`config.mk`:
```
export PLATFORM = sky130hd
export DESIGN_NAME = decode_issue_sb
export DESIGN_NICKNAME = d
export VERILOG_FILES = /design/src/rtl/lc3b_types.sv /design/src/rtl/decode_scoreboard.sv /design/src/rtl/decode_issue_sb.sv
export SDC_FILE = /design/constraint.sdc
export NUM_CORES = 1
export LEC_CHECK = 0
export BUFFER_PORTS_ARGS = -buffer_cell sky130_fd_sc_hd__buf_4
export CORE_MARGIN = 5
export CORE_UTILIZATION = 45
export CTS_CLUSTER_SIZE = 12
export DETAILED_ROUTE_END_ITERATION = 7
export PLACE_DENSITY_LB_ADDON = 0.1
export SLEW_MARGIN = 15
export SYNTH_ARGS = -nofsm -noshare
export SYNTH_HDL_FRONTEND = slang
export SYNTH_SLANG_ARGS = --single-unit
export TNS_END_PERCENT = 5
```
`constraint.sdc`:
```
create_clock -name clk -period 6.4 [get_ports clk]
set_input_delay 0.32 -clock clk [delete_from_list [all_inputs] [get_ports clk]]
set_output_delay 0.32 -clock clk [all_outputs]
set_load 0.01 [all_outputs]
```
`src/rtl/lc3b_types.sv`:
```
`default_nettype none
// ============================================================================
//  Module   : lc3b_types (package)
//  Purpose  : Shared defaults and types for the decode/issue stage.
//             - LC3B_* constants hold the parameter defaults of the stage.
//             - lc3b_sb_cnt holds one scoreboard counter at the default
//               MAX_INFLIGHT.
//             - lc3b_issue_pkt bundles one ID/EX slot entry at the default
//               widths.
//  Ports    : none (package)
//  Options  : DECODE_WB_BYPASS_EN (used by importers, not here)
//  Revision : 1.0  initial release
// ============================================================================
package lc3b_types;

   localparam int LC3B_WIDTH        = 16;
   localparam int LC3B_NUM_REGS     = 8;
   localparam int LC3B_MAX_INFLIGHT = 3;
   localparam int LC3B_REG_W        = $clog2(LC3B_NUM_REGS);
   localparam int LC3B_CNT_W        = $clog2(LC3B_MAX_INFLIGHT + 1);

   typedef logic [LC3B_CNT_W-1:0] lc3b_sb_cnt;

   typedef struct packed {
      logic [LC3B_WIDTH-1:0] sr1;
      logic [LC3B_WIDTH-1:0] sr2;
      logic [LC3B_REG_W-1:0] dest;
      logic                  dest_en;
      logic [LC3B_WIDTH-1:0] ctrl;
   } lc3b_issue_pkt;

endpackage : lc3b_types
`default_nettype wire

```
`src/rtl/decode_scoreboard.sv`:
```
`default_nettype none
// ============================================================================
//  Module   : decode_scoreboard
//  Purpose  : Per-register pending-write counters plus the RAW-hazard and
//             destination-full decisions for the decode/issue stage.
//  Ports    : clk, reset (async, active-high)
//             src1/src1_en, src2/src2_en, dest/dest_en : instruction selects
//             issue                 : instruction issued at this edge
//             wb_valid/wb_reg       : writeback retiring a write
//             kill_valid/kill_reg   : flushed slot entry dropping its write
//             hazard                : an enabled source has pending writes
//             dest_full             : destination already at MAX_INFLIGHT
//  Options  : DECODE_WB_BYPASS_EN - a source whose only pending write is
//             being written back this cycle is not a hazard.
//  Revision : 1.0  initial release
// ============================================================================
module decode_scoreboard
   import lc3b_types::*;
#(
   parameter int NUM_REGS     = LC3B_NUM_REGS,
   parameter int MAX_INFLIGHT = LC3B_MAX_INFLIGHT,
   parameter int REG_W        = $clog2(NUM_REGS),
   parameter int CNT_W        = $clog2(MAX_INFLIGHT + 1)
) (
   input  logic             clk,
   input  logic             reset,
   input  logic [REG_W-1:0] src1,
   input  logic             src1_en,
   input  logic [REG_W-1:0] src2,
   input  logic             src2_en,
   input  logic [REG_W-1:0] dest,
   input  logic             dest_en,
   input  logic             issue,
   input  logic             wb_valid,
   input  logic [REG_W-1:0] wb_reg,
   input  logic             kill_valid,
   input  logic [REG_W-1:0] kill_reg,
   output logic             hazard,
   output logic             dest_full
);

   typedef logic [CNT_W-1:0] cnt_t;

   localparam cnt_t CNT_MAX = cnt_t'(MAX_INFLIGHT);
   localparam cnt_t CNT_ONE = cnt_t'(1);

   // Flat view of all counters so the hazard logic can index by select.
   logic [NUM_REGS-1:0][CNT_W-1:0] cnt_vec;

   logic src1_hazard;
   logic src2_hazard;

   for (genvar r = 0; r < NUM_REGS; r++) begin : g_cnt
      cnt_t cnt_q;
      cnt_t cnt_d;
      logic inc;
      logic dec;

      assign inc = issue && dest_en && (dest == REG_W'(r));
      // A register retires at most one write per cycle: a writeback and a
      // kill landing on the same register collapse into a single decrement,
      // and nothing is retired from an empty counter.
      assign dec = ((wb_valid && (wb_reg == REG_W'(r))) ||
                    (kill_valid && (kill_reg == REG_W'(r)))) &&
                   (cnt_q != '0);

      always_comb begin
         cnt_d = cnt_q;
         if (inc && !dec) begin
            cnt_d = cnt_q + CNT_ONE;
         end else if (dec && !inc) begin
            cnt_d = cnt_q - CNT_ONE;
         end
      end

      always_ff @(posedge clk or posedge reset) begin
         if (reset) begin
            cnt_q <= '0;
         end else begin
            cnt_q <= cnt_d;
         end
      end

      assign cnt_vec[r] = cnt_q;
   end

   always_comb begin
      src1_hazard = src1_en && (cnt_vec[src1] != '0);
      src2_hazard = src2_en && (cnt_vec[src2] != '0);
`ifdef DECODE_WB_BYPASS_EN
      // The last outstanding write arrives this cycle; the top forwards
      // wb_data into the operand, so the dependency is already satisfied.
      if (wb_valid && (wb_reg == src1) && (cnt_vec[src1] == CNT_ONE)) begin
         src1_hazard = 1'b0;
      end
      if (wb_valid && (wb_reg == src2) && (cnt_vec[src2] == CNT_ONE)) begin
         src2_hazard = 1'b0;
      end
`endif
      hazard    = src1_hazard || src2_hazard;
      dest_full = dest_en && (cnt_vec[dest] == CNT_MAX);
   end

endmodule : decode_scoreboard
`default_nettype wire

```
`src/rtl/decode_issue_sb.sv`:
```
`default_nettype none
// ============================================================================
//  Module   : decode_issue_sb
//  Purpose  : Decode/issue stage with NUM_REGS x WIDTH register file and a
//             pending-write scoreboard.  Stalls on RAW hazards and on a full
//             destination counter and registers operands into a valid/ready
//             ID/EX slot (1-cycle latency, full throughput).
//  Ports    : clk, reset (async, active-high)
//             in_valid/in_ready     : upstream handshake
//             in_src1/2, in_dest (+ _en), in_ctrl : instruction fields
//             wb_valid/wb_reg/wb_data : writeback port
//             flush                 : kill held slot, block issue this cycle
//             out_valid/out_ready   : ID/EX slot handshake
//             out_sr1/2, out_dest, out_dest_en, out_ctrl : slot contents
//  Options  : DECODE_WB_BYPASS_EN - forward wb_data into source operands and
//             clear the hazard on the final pending write.
//  Revision : 1.0  initial release
// ============================================================================
module decode_issue_sb
   import lc3b_types::*;
#(
   parameter int WIDTH        = LC3B_WIDTH,
   parameter int NUM_REGS     = LC3B_NUM_REGS,
   parameter int MAX_INFLIGHT = LC3B_MAX_INFLIGHT,
   localparam int REG_W       = $clog2(NUM_REGS),
   localparam int CNT_W       = $clog2(MAX_INFLIGHT + 1)
) (
   input  logic             clk,
   input  logic             reset,
   input  logic             in_valid,
   output logic             in_ready,
   input  logic [REG_W-1:0] in_src1,
   input  logic [REG_W-1:0] in_src2,
   input  logic [REG_W-1:0] in_dest,
   input  logic             in_src1_en,
   input  logic             in_src2_en,
   input  logic             in_dest_en,
   input  logic [WIDTH-1:0] in_ctrl,
   input  logic             wb_valid,
   input  logic [REG_W-1:0] wb_reg,
   input  logic [WIDTH-1:0] wb_data,
   input  logic             flush,
   output logic             out_valid,
   input  logic             out_ready,
   output logic [WIDTH-1:0] out_sr1,
   output logic [WIDTH-1:0] out_sr2,
   output logic [REG_W-1:0] out_dest,
   output logic             out_dest_en,
   output logic [WIDTH-1:0] out_ctrl
);

   // Same layout as lc3b_issue_pkt, sized by this instance's parameters.
   typedef struct packed {
      logic [WIDTH-1:0] sr1;
      logic [WIDTH-1:0] sr2;
      logic [REG_W-1:0] dest;
      logic             dest_en;
      logic [WIDTH-1:0] ctrl;
   } issue_pkt_t;

   logic [WIDTH-1:0] rf_q [NUM_REGS];
   logic [WIDTH-1:0] rf_d [NUM_REGS];

   issue_pkt_t slot_q;
   issue_pkt_t slot_d;
   logic       out_valid_q;
   logic       out_valid_d;

   logic [WIDTH-1:0] sr1_val;
   logic [WIDTH-1:0] sr2_val;

   logic sb_hazard;
   logic sb_dest_full;
   logic can_issue;
   logic slot_free;
   logic issue;
   logic kill_valid;

   // ------------------------------------------------------------------
   // Handshake.  in_ready never looks at in_valid.
   // ------------------------------------------------------------------
   assign can_issue  = !sb_hazard && !sb_dest_full && !flush;
   assign slot_free  = !out_valid_q || out_ready;
   assign in_ready   = can_issue && slot_free;
   assign issue      = in_valid && in_ready;

   // A flushed slot entry that would have written a register gives its
   // scoreboard reservation back.
   assign kill_valid = flush && out_valid_q && slot_q.dest_en;

   decode_scoreboard #(
      .NUM_REGS     (NUM_REGS),
      .MAX_INFLIGHT (MAX_INFLIGHT),
      .REG_W        (REG_W),
      .CNT_W        (CNT_W)
   ) u_sb (
      .clk        (clk),
      .reset      (reset),
      .src1       (in_src1),
      .src1_en    (in_src1_en),
      .src2       (in_src2),
      .src2_en    (in_src2_en),
      .dest       (in_dest),
      .dest_en    (in_dest_en),
      .issue      (issue),
      .wb_valid   (wb_valid),
      .wb_reg     (wb_reg),
      .kill_valid (kill_valid),
      .kill_reg   (slot_q.dest),
      .hazard     (sb_hazard),
      .dest_full  (sb_dest_full)
   );

   // ------------------------------------------------------------------
   // Operand read.  Disabled sources still read so the slot shows the raw
   // register value.
   // ------------------------------------------------------------------
   always_comb begin
      sr1_val = rf_q[in_src1];
      sr2_val = rf_q[in_src2];
`ifdef DECODE_WB_BYPASS_EN
      if (wb_valid && (wb_reg == in_src1)) begin
         sr1_val = wb_data;
      end
      if (wb_valid && (wb_reg == in_src2)) begin
         sr2_val = wb_data;
      end
`endif
   end

   // ------------------------------------------------------------------
   // Register file.  Writeback always writes, even with no pending count,
   // so registers can be initialised straight after reset.
   // ------------------------------------------------------------------
   always_comb begin
      rf_d = rf_q;
      if (wb_valid) begin
         rf_d[wb_reg] = wb_data;
      end
   end

   always_ff @(posedge clk or posedge reset) begin
      if (reset) begin
         for (int i = 0; i < NUM_REGS; i++) begin
            rf_q[i] <= '0;
         end
      end else begin
         rf_q <= rf_d;
      end
   end

   // ------------------------------------------------------------------
   // ID/EX slot.  Data holds when the slot empties; only valid drops.
   // ------------------------------------------------------------------
   always_comb begin
      slot_d      = slot_q;
      out_valid_d = out_valid_q;
      if (issue) begin
         slot_d.sr1     = sr1_val;
         slot_d.sr2     = sr2_val;
         slot_d.dest    = in_dest;
         slot_d.dest_en = in_dest_en;
         slot_d.ctrl    = in_ctrl;
         out_valid_d    = 1'b1;
      end else if (out_ready || flush) begin
         out_valid_d = 1'b0;
      end
   end

   always_ff @(posedge clk or posedge reset) begin
      if (reset) begin
         slot_q      <= '0;
         out_valid_q <= 1'b0;
      end else begin
         slot_q      <= slot_d;
         out_valid_q <= out_valid_d;
      end
   end

   assign out_valid   = out_valid_q;
   assign out_sr1     = slot_q.sr1;
   assign out_sr2     = slot_q.sr2;
   assign out_dest    = slot_q.dest;
   assign out_dest_en = slot_q.dest_en;
   assign out_ctrl    = slot_q.ctrl;

endmodule : decode_issue_sb
`default_nettype wire

```
==> summary.txt, run 1 <==
Detailed routing
  • Average wire per standard cell: 22.1 um
  • Via density: 5.85
  • DRC: 0
  • DRT Wirelength: 22900 um
  • Initial drt markers: 324
  • Drt pass-1 iters: 5
  • Vias: 6042
  • Final ANT Viol Nets: 0

Cells and area
  • Nets: 801
  • Share of layout cells above drive strength 1: 0.503
  • Diodes inserted: 0
  • Finished Layout Cells: 1033
  • Final Instance Area: 11500 um^2
  • Syn-to-layout area delta: 16.7%

Logic synthesis
  • Synth Warn #: 0
  • Most common cell in the synthesized netlist: dfrtp_1
  • Synth area leaders: dfrtp_1 50%, mux2_2 18%, mux4_2 15%
  • Flops & latches, synth: 197
  • Syn_area_per_cell: 15.2 um^2
  • Mapped Area: 9850 um^2
  • Sequential-to-total area share from yosys stat: 0.501
  • Post-synth EDFFs: 0
  • Share of synthesized registers carrying an async set or reset: 1.00
  • Synthesized netlist cell count: 647
  • Largest area contributor in the netlist: dfrtp_1
  • Post-synthesis net count: 708
  • Number of distinct library cells after synthesis: 38
  • Synth cell count leaders: 197 x dfrtp_1, 161 x mux2_2, 64 x mux4_2
  • Synth top area share: 0.501
  • Most common flop cell mapped by yosys: dfrtp_1

GRT
  • Overall routing resource usage: 0.190
  • Grt ovf: 0
  • Vias in the first global route: 6532
  • Antenna violations before repair: 0
  • Largest net degree at the start of global routing: 130
  • First-pass GRT wire length: 36300 um

Setup path
  • R2R depth: 10
  • Crit Path Class: reg -> reg
  • Required @ worst endpoint: 6.71 ns
  • R2r setup slk: 2.99 ns
  • CP Launch Type: flop
  • Crit path capture type: flop
  • Reg-to-reg endpoint: u_sb.g_cnt[1].cnt_q[1]
  • Reg2reg start: u_sb.g_cnt[2].cnt_q[1]
  • CP arrival: 3.71 ns
  • Worst Path Max Fanout: 32

Clock tree
  • CTS root buffer: clkbuf_16
  • # H-tree levels: 4
  • Clock tree buffer depth: 2
  • Worst skew pair latency: 0.43 ns
  • Clock transition at path regs: 0.07 ns
  • TritonCTS Buffers: 17
  • # hold bufs at CTS: 0
  • CTS Sinks: 197
  • CTS tree: yes
  • Post-CTS Resized: 0
  • Post-CTS setup buffer count: 0

Floorplan
  • Die X: 158 um
  • Area of the core: 21700 um^2
  • I/O pin cnt: 107
  • Initial core utilization: 0.454
  • Die Area: 24900 um^2
  • Die Ht: 158 um
  • Site Rows: 54

STA
  • Normalized max-slew margin: 0.388
  • Final WS setup: 2.99 ns
  • RSZ-0062 raised after global routing: false
  • Period minus WS final: 3.41 ns
  • Fmax: 294 MHz
  • Final period util: 0.532
  • Setup violators final: 0
  • Hold Fails Final Rpt: 0
  • Skew final: 0.0130 ns
  • Max Slew Vio Count: 0
  • Post-Route Setup TNS: 0 ns
  • Actual slew at the worst max-slew pin: 0.917 ns

Place
  • Buffers on Ports: 106
  • DP HPWL: 13900 um
  • Setup WS pre-CTS: 2.50 ns
  • Placed inst area: 10900 um^2
  • Routability cong.: 0.800
  • Cell count after placement: 1001

Power
  • P_leak: 4.86 nW
  • Peak VDD IR: 172 uV
  • Power per cell area: 365 nW/um^2

Status
  • Status: complete, no violations

Run
  • Max cap viols: 0

Worst hold path
  • Hold/Removal Path Class: in -> async
[placed cells by master, fill, tap and decap left out, types with 4 or more instances in the layout]
cell         n
nand4b_1     4
dfrtp_1    197
a311oi_1     4
mux4_2      64
ha_1         8
nand2b_1     5
o21ai_0     11
inv_6        4
nand3_1      4
buf_4      116
xor2_1      16
mux2_2     161
mux2_1      51
nor2_1      13
o22ai_1      4
xnor2_1      8
nor3_1      10
clkbuf_16   17
nand2_1      9
nor4b_1      5
[power by group]
group          internal (W)  switching (W)  total, W
combinational      0.000728       0.000456   0.00118
clock              0.000580       0.000484   0.00106
sequential          0.00164       0.000303   0.00194
[through the flow]
| stage | hold slack, ns | total power, W | util |
|---|---|---|---|
| floorplan | 0.427 | 0.00266 | - |
| global placement | 0.475 | 0.00311 | 0.503 |
| detailed placement | 0.482 | 0.00317 | 0.503 |
| CTS | 0.0755 | 0.00425 | 0.530 |
| global route | 0.0777 | 0.00443 | 0.530 |
| finish | 0.0756 | 0.00419 | 0.530 |
[flip-flops by register name (all words and copies together), names as in the netlist]
register / flops
out_valid: 1
out_sr2: 16
rf_q: 128
out_dest: 3
out_sr1: 16
out_ctrl: 16
u_sb.g_cnt.cnt_q: 16
out_dest_en: 1
[cell families after synthesis]
kind of cell,after synthesis,share of synthesized area
AOI/OAI and AO/OA,30,0.0199
xor gates and xnor gates,24,0.0213
adders and majority gates,8,0.0102
buffers and inverters,45,0.0191
DFF,197,0.501
muxes,276,0.389
and+or+nand+nor,67,0.0403
[critical path, stage by stage, from the launching register on]
cell	delay, ns
dfrtp_1	0.43
or4b_1	0.53
a32oi_1	0.18
and3_1	0.23
nand4_4	0.47
buf_4	0.49
nor4b_1	0.36
ha_1	0.21
xor2_1	0.16
nor2_1	0.07
xor2_1	0.13
[worst max-delay path by stage]
stage	startpoint	slack, ns	cells after the start	to
3_5_place_dp	in_src1[0]	2.50	12	u_sb.g_cnt[1].cnt_q[1]
2_1_floorplan	reset	0.71	1	out_ctrl[0]
4_1_cts	in_src1[0]	2.95	12	u_sb.g_cnt[1].cnt_q[1]
5_1_grt	in_src1[0]	2.69	12	u_sb.g_cnt[1].cnt_q[1]
3_3_place_gp	in_src1[0]	2.67	12	u_sb.g_cnt[1].cnt_q[1]
6_report	u_sb.g_cnt[2].cnt_q[1]	2.99	10	u_sb.g_cnt[1].cnt_q[1]
[layout make-up]
class | instances | area, um^2
clock buffers | 18 | 429
clock inverters | 14 | 150
multi-input cells | 405 | 4750
fillers | 1822 | 10200
repair buffers | 116 | 871
inverters | 3 | 18.8
flip-flops and latches | 197 | 4930
well taps | 280 | 350
[layer usage]
layer / routed length [um] / GRT usage
met1: 10300 / 0.268
met2: 11100 / 0.300
met3: 1030 / 0.0323
met4: 459 / 0.0646
met5: 0 / 0
(Power assumes the default switching activity.)
==> run 2: changes to the inputs <==
==> constraint.sdc (replaced) <==
create_clock -name clk -period 3.5 [get_ports clk]
set_input_delay 0.175 -clock clk [delete_from_list [all_inputs] [get_ports clk]]
set_output_delay 0.175 -clock clk [all_outputs]
set_load 0.01 [all_outputs]
==> run 2 against run 1 <==
- clock power is 93% higher
- non-clock buffer count is 30 higher
- clock skew fell by 0.0030 ns
- power rose by 86%
- cell count is 2.9% higher
- global-route usage grew 0.63 points
- first-iteration DRC count fell by 14%
- fmax rose by 18%
- design area is 3.0% higher
- critical endpoint unchanged
- largest cell class unchanged
==> summary.txt, run 2 (synthesis gave the netlist of run 1 again) <==
Status
  • Status: complete, no violations

Worst hold path
  • Hold/Removal Path Class: in -> reg

Detailed routing
  • DRC: 0 (unchanged)
  • Average wire per standard cell: 21.8 um (-1.6%)
  • Via density: 5.74 (-1.9%)
  • Initial drt markers: 278 (-14%)
  • Final ANT Viol Nets: 0 (unchanged)
  • Drt pass-1 iters: 4 (-1)
  • DRT Wirelength: 23100 um (+1.2%)
  • Vias: 6099 (+0.94%)

Setup path
  • Crit Path Class: reg -> reg
  • Worst Path Max Fanout: 21 (-34%)
  • Crit path capture type: flop
  • Required @ worst endpoint: 3.81 ns (-2.90 ns)
  • CP arrival: 3.20 ns (-0.51 ns)
  • CP Launch Type: flop

STA
  • RSZ-0062 raised after global routing: false
  • Hold Fails Final Rpt: 0 (unchanged)
  • Minimum hold slack: 0.0466 ns (-0.0290 ns)
  • Actual slew at the worst max-slew pin: 1.22 ns (+0.300 ns)
  • Fmax: 347 MHz (+18%)
  • Post-Route Setup TNS: 0 ns (unchanged)
  • Normalized max-slew margin: 0.184 (-0.204)
  • Skew final: 0.00994 ns (-0.00304 ns)
  • Final period util: 0.824 (+0.292)
  • Setup violators final: 0 (unchanged)
  • Max Slew Vio Count: 0 (unchanged)
  • Final WS setup: 0.615 ns (-2.38 ns)
  • Period minus WS final: 2.89 ns (-0.520 ns)

Power
  • Sw Ratio: 0.288 (-0.00838)
  • Internal power: 0.00556 W (+89%)
  • Combinational share of power: 0.281 (-0.002)
  • Power per cell area: 660 nW/um^2 (+81%)
  • P_leak: 5.02 nW (+3.3%)
  • Peak VDD IR: 328 uV (+91%)
  • Clk pwr share: 0.263 (+0.009)
  • Sequential share of power: 0.456 (-0.008)
  • Psw: 0.00225 W (+81%)

Cells and area
  • Commonest non-fill, non-tap cell in the layout: dfrtp_1
  • Top reg by flops: rf_q
  • Finished Layout Cells: 1063 (+2.9%)
  • Diodes inserted: 0 (unchanged)
  • Area of the multi-input gates: 4750 um^2 (unchanged)
  • Most frequent cells in the layout: 197 x dfrtp_1, 161 x mux2_2, 123 x buf_4, 64 x mux4_2, 51 x mux2_1
  • Max reg flops: 128 (unchanged)
  • Syn-to-layout area delta: 20.2%
  • Seq. cell area: 4930 um^2 (unchanged)
  • Nets: 831 (+3.7%)
  • Share of layout cells above drive strength 1: 0.494 (-0.00907)
  • Layout fillers: 1780 (-2.3%)

Run
  • Max cap viols: 0 (unchanged)

Place
  • Setup WS pre-CTS: 0.586 ns (-1.91 ns)
  • Buffers on Ports: 106 (unchanged)
  • DP HPWL: 15300 um (+10%)
  • Routability cong.: 0.777 (-2.9%)
  • Cell count after placement: 1011 (+1.0%)

GRT
  • Vias in the first global route: 6740 (+3.2%)
  • Overall routing resource usage: 0.196 (+0.00628)
  • First-pass GRT wire length: 37300 um (+2.8%)
  • Antenna violations before repair: 0 (unchanged)
  • Grt ovf: 0 (unchanged)
  • Largest net degree at the start of global routing: 61 (-53%)

Clock tree
  • Clock transition at path regs: 0.07 ns (about the same)
  • Post-CTS setup buffer count: 0 (unchanged)
  • Worst skew pair latency: 0.43 ns (about the same)
  • # H-tree levels: 4 (unchanged)
  • CTS root buffer: clkbuf_16
  • Clock tree buffer depth: 2 (unchanged)
  • CTS tree: yes
  • CTS Sinks: 197 (unchanged)
  • TritonCTS Buffers: 17 (unchanged)

Floorplan
  • I/O pin cnt: 107 (unchanged)
  • Die Area: 24900 um^2 (unchanged)
  • Die X: 158 um (unchanged)
  • Site Rows: 54 (unchanged)
  • Initial core utilization: 0.454 (unchanged)
  • Die Ht: 158 um (unchanged)
  • Area of the core: 21700 um^2 (unchanged)
run 2: cell count changes in the layout (fill, tap and decap cells not counted):
cell	previous run	this run
dlygate4sd3_1	0	20
buf_4	116	123
inv_6	4	0
buf_12	0	3
bufinv_16	2	4
clkbuf_1	1	3
run 2: worst paths after layout:
path | to | startpoint | depth (start not counted) | slack (ns)
max in group asynchronous | rf_q[93] | reset | 4 | 2.17
worst min register to register | out_sr2[0] | out_sr2[0] | 1 | 0.49
worst max-delay path | u_sb.g_cnt[1].cnt_q[1] | u_sb.g_cnt[2].cnt_q[1] | 9 | 0.61
worst max register to register | u_sb.g_cnt[1].cnt_q[1] | u_sb.g_cnt[2].cnt_q[1] | 9 | 0.61
worst min-delay path | rf_q[69] | wb_data[5] | 2 | 0.05
min in group asynchronous | out_ctrl[3] | reset | 3 | 0.51
run 2: area by class of cell:
| type | instances | share of cell area |
|---|---|---|
| clock inverters | 12 | 0.0151 |
| flip-flops and latches | 197 | 0.416 |
| clock buffers | 20 | 0.0369 |
| inverters | 3 | 0.00127 |
| well taps | 280 | 0.0296 |
| multi-input cells | 405 | 0.401 |
| repair buffers | 146 | 0.100 |
run 2: per-stage QoR:
step                      cell area, um^2   util  total power, W
after global placement              11000  0.508         0.00571
after floorplan                      9850      -         0.00486
after global routing                11800  0.546         0.00828
after detailed placement            11000  0.508         0.00581
final                               11800  0.546         0.00781
after CTS                           11800  0.546         0.00792
run 2: worst max-delay path, stage by stage, from the launching register on:
cell and delay (ns):
dfrtp_1 0.43, or4b_1 0.53, a32oi_1 0.18, and3_1 0.24, nand4_4 0.35, nor4b_1 0.46, ha_1 0.23, xor2_1 0.15
nor2_1 0.06, xor2_1 0.14
run 2: routing by layer:
metal,vias up,wire length (um),global-route usage
met3,30,858,0.0320
met2,123,11600,0.322
li1,2717,-,-
met1,3229,10300,0.273
met5,-,0,0
met4,0,370,0.0544
run 2: timing repair:
action                                  in CTS  in global routing
hold buffers                                20                  0
endpoints found under the setup margin       0                  0
hold endpoints to repair                    58                  0
gates resized for setup                      0                  0
run 2: power groups by stage:
stage,sequential (W),combinational [W],clock [W]
after global routing,0.00366,0.00242,0.00221
after global placement,0.00353,0.00217,0
final,0.00356,0.00220,0.00205
after floorplan,0.00358,0.00128,0
after detailed placement,0.00360,0.00222,0
after CTS,0.00355,0.00225,0.00211
==> run 3: changes to the inputs <==
==> constraint.sdc (replaced) <==
create_clock -name clk -period 2.7 [get_ports clk]
set_input_delay 0.135 -clock clk [delete_from_list [all_inputs] [get_ports clk]]
set_output_delay 0.135 -clock clk [all_outputs]
set_load 0.01 [all_outputs]
==> run 3 against run 2 <==
- routed wire length increased by 2.6%
- fmax increased by 11%
- register-to-register slack got worse by 0.52 ns
- combinational power increased by 31%
- critical path depth decreased by 2
- core utilization increased by 0.89 points
==> summary.txt, run 3 (synthesis gave the netlist of run 1 again) <==
Setup path
  • R2R depth: 7 (-2)
  • R2r setup slk: 0.1 ns (-0.52 ns)
  • Crit-path cells: or4b_1, a32oi_1, and3_1, nand4_4, buf_6, o21ai_0, dlygate4sd3_1
  • Critical Path Slowest Stage Cell: dlygate4sd3_1
  • Crit Path Class: reg -> reg
  • Reg2reg start: u_sb.g_cnt[2].cnt_q[1]
  • Worst Path Max Fanout: 34 (+62%)
  • Reg-to-reg endpoint: out_valid
  • CP arrival: 2.98 ns (-0.22 ns)
  • CP Launch Type: flop
  • Top delay family on crit path: simple AND/OR/NAND/NOR gates
  • Crit path buffers/inverters: 2 (+2)
  • Required @ worst endpoint: 3.07 ns (-0.74 ns)
  • Worst path max stage delay: 0.56 ns (+0.03 ns)
  • Crit path capture type: flop

Cells and area
  • Most frequent cells in the layout: 197 x dfrtp_1, 161 x mux2_2, 128 x buf_4, 64 x mux4_2, 51 x mux2_1
  • Top reg by flops: rf_q
  • Layout fillers: 1737 (-2.4%)
  • Final design utilization: 0.555 (+0.00889)
  • Seq. cell area: 4930 um^2 (unchanged)
  • Commonest non-fill, non-tap cell in the layout: dfrtp_1
  • Area of the multi-input gates: 4760 um^2 (+0.26%)
  • Share of layout cells above drive strength 1: 0.489 (-0.00481)
  • Syn-to-layout area delta: 22.2%
  • Finished Layout Cells: 1086 (+2.2%)
  • Max reg flops: 128 (unchanged)
  • Nets: 854 (+2.8%)

Place
  • Routability cong.: 0.814 (+4.7%)
  • DP HPWL: 15700 um (+2.2%)
  • Buffers on Ports: 106 (unchanged)
  • Cell count after placement: 1017 (+0.59%)

Power
  • P_leak: 5.10 nW (+1.7%)
  • Peak VDD IR: 444 uV (+35%)
  • Power per cell area: 833 nW/um^2 (+26%)

STA
  • Actual slew at the worst max-slew pin: 0.573 ns (-0.645 ns)
  • Fmax: 384 MHz (+11%)
  • Period minus WS final: 2.60 ns (-0.283 ns)
  • Hold Fails Final Rpt: 0 (unchanged)
  • Final period util: 0.964 (+0.140)
  • Max Slew Vio Count: 0 (unchanged)
  • Skew final: 0.00804 ns (-0.00190 ns)
  • Minimum hold slack: 0.0537 ns (+0.00715 ns)
  • Normalized max-slew margin: 0.617 (+0.433)
  • Setup violators final: 0 (unchanged)
  • Post-Route Setup TNS: 0 ns (unchanged)
  • RSZ-0062 raised after global routing: true

Worst hold path
  • Hold/Removal Path Class: in -> reg
  • Worst Hold End: out_dest[0]
  • Worst hold path depth: 2 (unchanged)
  • Hold_sp: in_dest[0]

Clock tree
  • CTS tree: yes
  • CTS root buffer: clkbuf_16
  • Worst skew pair latency: 0.43 ns (about the same)
  • Post-CTS setup buffer count: 0 (unchanged)
  • Clock tree buffer depth: 2 (unchanged)
  • TritonCTS Buffers: 17 (unchanged)
  • CTS Sinks: 197 (unchanged)
  • Clock transition at path regs: 0.07 ns (about the same)
  • # H-tree levels: 4 (unchanged)

GRT
  • Grt ovf: 0 (unchanged)
  • Vias in the first global route: 6806 (+0.98%)
  • GRT met3 Usage: 0.0421 (+0.0101)
  • Overall routing resource usage: 0.199 (+0.00345)
  • GRT busiest layer: met2
  • Largest net degree at the start of global routing: 60 (-1.6%)
  • Met2 Use GR: 0.325 (+0.00365)
  • First-pass GRT wire length: 38100 um (+2.0%)
  • Antenna violations before repair: 1 (+1)
  • Met1 usage: 0.274 (+0.000724)

Status
  • Status: complete, no violations

Detailed routing
  • Final ANT Viol Nets: 0 (unchanged)
  • Via density: 5.71 (-0.55%)
  • Initial drt markers: 310 (+12%)
  • Drt pass-1 iters: 4 (unchanged)
  • Vias: 6197 (+1.6%)
  • DRT Wirelength: 23700 um (+2.6%)
  • DRC: 0 (unchanged)
  • Average wire per standard cell: 21.8 um (+0.39%)

Floorplan
  • Die Ht: 158 um (unchanged)
  • I/O pin cnt: 107 (unchanged)
  • Initial core utilization: 0.454 (unchanged)
  • Area of the core: 21700 um^2 (unchanged)
  • Die Area: 24900 um^2 (unchanged)
  • Die X: 158 um (unchanged)
  • Site Rows: 54 (unchanged)

Run
  • Max cap viols: 0 (unchanged)
run 3: changes by cell type in the layout (fill, tap and decap cells not counted):
cell / before / now
dlygate4sd3_1: 20 / 37
buf_4: 123 / 128
bufinv_16: 4 / 2
clkinv_2: 3 / 1
inv_6: 0 / 2
nor4b_1: 5 / 3
nor4b_2: 0 / 2
buf_6: 0 / 1
clkbuf_8: 0 / 1
clkinv_4: 2 / 3
diode_2: 0 / 1
inv_8: 1 / 0
run 3: per-stage QoR:
step	total power, W	worst slack [ns]	area (um^2)
2_1_floorplan	0.00631	0.0186	9850
3_3_place_gp	0.00739	0.155	11100
3_5_place_dp	0.00755	0.137	11100
4_1_cts	0.0101	0.0309	12000
5_1_grt	0.0106	-0.0784	12000
6_report	0.0100	0.0975	12000
run 3: layer usage:
layer,vias up,wire [um],share of wire
met2,115,11600,0.49
li1,2750,-,-
met1,3305,10700,0.45
met3,27,1130,0.047
met4,0,300,0.013
met5,-,0,0
run 3: worst max-delay path by stage:
stage	from	to	slack [ns]	cells after the start
after floorplan	reset	out_ctrl[0]	0.02	1
after global routing	u_sb.g_cnt[2].cnt_q[1]	out_valid	-0.08	7
after CTS	u_sb.g_cnt[7].cnt_q[0]	out_valid	0.03	8
final	u_sb.g_cnt[2].cnt_q[1]	out_valid	0.1	7
after global placement	u_sb.g_cnt[2].cnt_q[1]	u_sb.g_cnt[0].cnt_q[1]	0.15	9
after detailed placement	u_sb.g_cnt[2].cnt_q[1]	u_sb.g_cnt[1].cnt_q[1]	0.14	9
run 3: where the power goes:
group,total (W),switching (W),internal [W],leakage (nW)
Sequential,0.00462,0.000728,0.00389,2.37
Combinational,0.00289,0.00111,0.00179,2.46
Clock,0.00252,0.00112,0.00139,0.274
run 3: repair_timing:
item | in CTS | in global routing
gates resized for setup | 0 | 3
endpoints found under the hold margin | 155 | 0
endpoints found under the setup margin | 0 | 6
hold buffers | 37 | 0
run 3: cell type report:
cell class,instances,share of cell area
diodes,1,0.000208
clock buffers,21,0.0374
clock inverters,10,0.0103
inverters,3,0.00125
multi-input cells,405,0.395
flip-flops and latches,197,0.410
well taps,280,0.0291
repair buffers,169,0.117
